==> src/rtl/sweep_compare_ctrl.sv <==
// Exhaustive 4-input sweep comparator.
// Drives vectors 0..15 to three implementations and holds each vector for
// SETTLE cycles. On the following CHECK cycle it flags any disagreement among
// the three result bits. It counts mismatching vectors and captures the
// first failing vector along with the results seen on it.
module sweep_compare_ctrl #(
   parameter int SETTLE = 4            // hold cycles per vector, 1..15
) (
   input  logic       clk,
   input  logic       rst_n,
   input  logic       start,
   input  logic       abort,
   input  logic [2:0] res_in,
   output logic [3:0] vec_out,
   output logic       busy,
   output logic       done,
   output logic       pass,
   output logic [4:0] err_count,
   output logic       first_fail_valid,
   output logic [3:0] first_fail_vec,
   output logic [2:0] first_fail_res
);

   typedef enum logic [1:0] {
      ST_IDLE   = 2'd0,
      ST_SETTLE = 2'd1,
      ST_CHECK  = 2'd2,
      ST_DONE   = 2'd3
   } state_t;

   localparam logic [3:0] RELOAD = 4'(SETTLE - 1);

   state_t     state;
   logic [3:0] settle_cnt;
   logic       mismatch;
   logic [4:0] err_after;

   // Mismatch classification and the error count this CHECK cycle would produce.
   // Saturation at 16 is a safety net; 16 vectors cannot push the count higher.
   always_comb begin
      mismatch  = (res_in != 3'b000) && (res_in != 3'b111);
      err_after = err_count;
      if (mismatch && (err_count != 5'd16))
         err_after = err_count + 5'd1;
   end

   // Sweep sequencer with registered status and capture outputs.
   always_ff @(posedge clk or negedge rst_n) begin
      if (!rst_n) begin
         state            <= ST_IDLE;
         settle_cnt       <= '0;
         vec_out          <= '0;
         busy             <= 1'b0;
         done             <= 1'b0;
         pass             <= 1'b0;
         err_count        <= '0;
         first_fail_valid <= 1'b0;
         first_fail_vec   <= '0;
         first_fail_res   <= '0;
      end else begin
         case (state)
            ST_IDLE, ST_DONE: begin
               // start takes priority over abort here; abort alone does nothing
               if (start) begin
                  state            <= ST_SETTLE;
                  settle_cnt       <= RELOAD;
                  vec_out          <= '0;
                  busy             <= 1'b1;
                  done             <= 1'b0;
                  pass             <= 1'b0;
                  err_count        <= '0;
                  first_fail_valid <= 1'b0;
                  first_fail_vec   <= '0;
                  first_fail_res   <= '0;
               end
            end
            ST_SETTLE: begin
               if (abort) begin
                  state   <= ST_IDLE;
                  busy    <= 1'b0;
                  done    <= 1'b0;
                  pass    <= 1'b0;
                  vec_out <= '0;
               end else if (settle_cnt == 4'd0) begin
                  state <= ST_CHECK;
               end else begin
                  settle_cnt <= settle_cnt - 4'd1;
               end
            end
            ST_CHECK: begin
               // An abort here drops the current vector's result uncounted
               if (abort) begin
                  state   <= ST_IDLE;
                  busy    <= 1'b0;
                  done    <= 1'b0;
                  pass    <= 1'b0;
                  vec_out <= '0;
               end else begin
                  err_count <= err_after;
                  if (mismatch && !first_fail_valid) begin
                     first_fail_valid <= 1'b1;
                     first_fail_vec   <= vec_out;
                     first_fail_res   <= res_in;
                  end
                  if (vec_out == 4'd15) begin
                     // Last vector: vec_out stays at 15, pass includes this result
                     state <= ST_DONE;
                     busy  <= 1'b0;
                     done  <= 1'b1;
                     pass  <= (err_after == 5'd0);
                  end else begin
                     state      <= ST_SETTLE;
                     vec_out    <= vec_out + 4'd1;
                     settle_cnt <= RELOAD;
                  end
               end
            end
            default: state <= ST_IDLE;
         endcase
      end
   end

endmodule

==> config.mk <==
export PLATFORM = sky130hd
export DESIGN_NAME = sweep_compare_ctrl
export DESIGN_NICKNAME = d
export VERILOG_FILES = /design/src/rtl/sweep_compare_ctrl.sv
export SDC_FILE = /design/constraint.sdc
export NUM_CORES = 1
export LEC_CHECK = 0
export ABC_CLOCK_PERIOD_IN_PS = 2700
export CORE_AREA = 2 2 104 56
export CTS_BUF_LIST = sky130_fd_sc_hd__clkbuf_4 sky130_fd_sc_hd__clkbuf_8
export CTS_CLUSTER_DIAMETER = 80
export CTS_CLUSTER_SIZE = 25
export DETAILED_ROUTE_END_ITERATION = 16
export DIE_AREA = 0 0 106 58
export SYNTH_ARGS = -nofsm -noshare
export SYNTH_HDL_FRONTEND = slang
export SYNTH_SLANG_ARGS = --single-unit
==> constraint.sdc <==
create_clock -name clk -period 2.7 [get_ports clk]
set_input_delay 0.675 -clock clk [delete_from_list [all_inputs] [get_ports clk]]
set_output_delay 0.675 -clock clk [all_outputs]
set_load 0.05 [all_outputs]
==> results.sh <==
export IMPL_outcome="finished clean"
export IMPL_yosysWarningCount=0
export IMPL_grt_pass1_vias=1218
export IMPL_viasPerCell=4.82
export IMPL_cp_num_cells=1
export IMPL_cp_cell_sequence="clkdlybuf4s50_1"
export IMPL_post_cts_buffers=0
export IMPL_hp_class="register to register"
export IMPL_synth_net_count=182
export IMPL_clock_path_buffers=2
export IMPL_p_total_mw=1.64
export IMPL_gp_congestion=0.844
export IMPL_hold_buffers=0
export IMPL_dr_max_layer_used="met4"
export IMPL_maxCapViolations=0
export IMPL_track_usage_pct=12.6
export IMPL_clkLatencyLatePin_ns=0.27
export IMPL_cts_repair_resized=0
export IMPL_io_buffers=26
export IMPL_stdcell_area_um2=1960
export IMPL_drc=0
export IMPL_yosysTopAreaCellShare_pct=42.9
export IMPL_finalSetupViolCount=0
export IMPL_synthCells=168
export IMPL_antenna_found_initial=0
export IMPL_wl_met1_mm=2.10
export IMPL_slowest_delay_ns=0.87
export IMPL_drt_iter0_drc=131
export IMPL_maxSlewViolCount=0
export IMPL_skew_ns=0.00134
export IMPL_core_area_um2=5250
export IMPL_syn_cell_area_um2=1520
export IMPL_worstSetupPathType="register to primary output"
export IMPL_antenna_cells=0
export IMPL_rr_startpoint="err_count[0]"
export IMPL_avgSynthCellArea_um2=9.02
export IMPL_grt_pass1_wl_mm=6.05
export IMPL_arrival_ns=1.68
export IMPL_power_leakage_nw=0.851
export IMPL_critPathCaptureType="primary output"
export IMPL_instances_no_fill=272
export IMPL_cp_endpoint="err_count[3]"
export IMPL_startpoint="err_count[3]"
export IMPL_critPathSlowestCell="clkdlybuf4s50_1"
export IMPL_maxSlewHeadroom_pct=64.4
export IMPL_synth_edf_count=0
export IMPL_critical_path_top_delay_family="buffers and inverters"
export IMPL_cts_buffers=3
export IMPL_cts_root_buf="clkbuf_8"
export IMPL_worst_pin_slew_ns=0.526
export IMPL_worst_path_buf_inv=1
export IMPL_wl_met3_um=192
export IMPL_post_dp_hpwl_mm=2.73
export IMPL_clkTransAtPathRegs_ns=0.09
export IMPL_async_flop_share_pct=100
export IMPL_initial_core_util_pct=28.8
export IMPL_multiInputGateArea_um2=808
export IMPL_cts_sinks=26
export IMPL_synth_area_leaders="dfrtp_1 (43%), nand2_1 (8.2%), o21ai_0 (6.9%)"
export IMPL_startpoint_type="register"
export IMPL_gr_total_overflow=0
export IMPL_ant_nets=0
export IMPL_dp_cells=268
export IMPL_fmax_mhz=424
export IMPL_io_pins=27
export IMPL_vias=1312
export IMPL_vdd_ir_drop_max_v=0.000326
export IMPL_rows=19
export IMPL_fillers=532
export IMPL_critical_path_max_fanout=9
export IMPL_drive_gt1_share_pct=10.6
export IMPL_grt_setup_unrepaired="false"
export IMPL_fin_util_pct=37.3
export IMPL_routed_wl_mm=3.60
export IMPL_wl_per_cell_um=13.3
export IMPL_powerDensity_nw_per_um2=836
export IMPL_drt_pass1_iterations=4
export IMPL_required_ns=2.03
export IMPL_synth_top_flop_cell="dfrtp_1"
export IMPL_dieArea_um2=6150
export IMPL_yosys_area_top_type="dfrtp_1"
export IMPL_placed_cell_area_um2=1890
export IMPL_reg2regPathDepth=7
export IMPL_synth_cell_types=43
export IMPL_synthToLayoutAreaGrowth_pct=29.4
export IMPL_met2_wirelength_mm=1.30
export IMPL_die_height_um=58
export IMPL_setup_tns_ns=0
export IMPL_ys_ff_latch=26
export IMPL_htree_levels=1
export IMPL_final_hold_viol_count=0
export IMPL_fin_crit_sh_pct=87.3
export IMPL_synth_seq_area_share_pct=42.9
export IMPL_grt_max_degree=27
export IMPL_seqCellArea_um2=651
export IMPL_die_w_um=106
export IMPL_rrSetupSlack_ns=0.58
export IMPL_min_period_ns=2.36
export IMPL_num_nets_final=214
export IMPL_cts_tree="yes"
export IMPL_r2r_end="pass"
## through the flow
| stage | hold slack (ns) | setup slack [ns] |
|---|---|---|
| 2_1_floorplan | 0.379 | 0.541 |
| 3_3_place_gp | 0.463 | 0.226 |
| 3_5_place_dp | 0.470 | 0.200 |
| 4_1_cts | 0.493 | 0.332 |
| 5_1_grt | 0.514 | 0.244 |
| 6_report | 0.486 | 0.344 |
## worst min-delay path, delay by kind of cell, from the launching register on
family / cells / cell delay (ns)
AOI/OAI and AO/OA: 1 / 0.06
DFF: 1 / 0.35
and+or+nand+nor: 1 / 0.05
## flip-flops by register name, indices dropped and copies added (netlist names)
name              flops
first_fail_valid      1
first_fail_res        3
first_fail_vec        4
state                 2
done                  1
pass                  1
settle_cnt            4
busy                  1
vec_out               4
err_count             5
## layout make-up
cell class / count / share of cell area, %
Clock buffer: 3 / 2.11
Tap cell: 73 / 4.66
Inverter: 7 / 1.34
Sequential cell: 26 / 33.2
Clock inverter: 1 / 1.53
Multi-Input combinational cell: 129 / 41.2
Timing Repair Buffer: 33 / 16.0
## power by group
part / internal [mW] / switching [mW] / total, mW
Clock: 0.199 / 0.130 / 0.329
Combinational: 0.281 / 0.524 / 0.804
Sequential: 0.456 / 0.0512 / 0.507
## synth_stat cells (3+ instances only)
| cell | count |
|---|---|
| nor3_1 | 3 |
| ha_1 | 7 |
| nor2_1 | 7 |
| dfrtp_1 | 26 |
| o21ai_0 | 21 |
| o31ai_1 | 3 |
| a21oi_1 | 7 |
| a22oi_1 | 4 |
| nand2_1 | 33 |
| nand3_1 | 5 |
| buf_2 | 3 |
| inv_1 | 7 |
## worst min-delay path by stage
stage                       from           endpoint  slack [ns]  depth (start not counted)
3_5_place_dp   first_fail_vec[3]  first_fail_vec[3]        0.47                          2
3_3_place_gp   first_fail_vec[1]  first_fail_vec[1]        0.46                          2
4_1_cts        first_fail_vec[3]  first_fail_vec[3]        0.49                          2
5_1_grt        first_fail_vec[3]  first_fail_vec[3]        0.51                          2
2_1_floorplan              rst_n               busy        0.38                          0
6_report       first_fail_vec[3]  first_fail_vec[3]        0.49                          2
## cells by family (layout without fill, tap and decap cells)
group,count (synthesis),count (layout),share of synthesized area [%]
multiplexers,2,2,1.40
AND/OR/NAND/NOR,67,67,23.5
AO/OA/AOI/OAI,51,51,21.6
XOR/XNOR,2,2,1.16
buffers and inverters,13,44,3.72
flip-flops,26,26,42.9
adder cells (fa/ha/maj),7,7,5.78
## routing by layer
layer | vias to the layer above | global-route usage, %
li1 | 665 | -
met1 | 616 | 20.2
met2 | 29 | 16.9
met3 | 2 | 3.71
met4 | 0 | 1.13
met5 | - | 0
## layout by cell type, fill, tap and decap left out, types with 2 or more instances in the layout
cell,synthesis,layout
nor3_1,3,3
and2b_2,2,2
a22o_1,2,2
a21oi_1,7,7
nand4b_1,2,2
o22a_1,2,2
buf_4,1,7
clkdlybuf4s50_1,0,26
clkbuf_8,0,3
or4_1,2,2
o21ai_0,21,21
a31o_2,2,2
a22oi_1,4,4
nor2b_1,2,2
nor4b_1,2,2
o31ai_1,3,3
a41oi_1,2,2
nand3_1,5,5
nand2b_1,2,2
nand2_1,33,33
ha_1,7,7
inv_1,7,7
nor2_1,7,7
dfrtp_1,26,26
No activity file was read; power rests on OpenSTA's default activity.
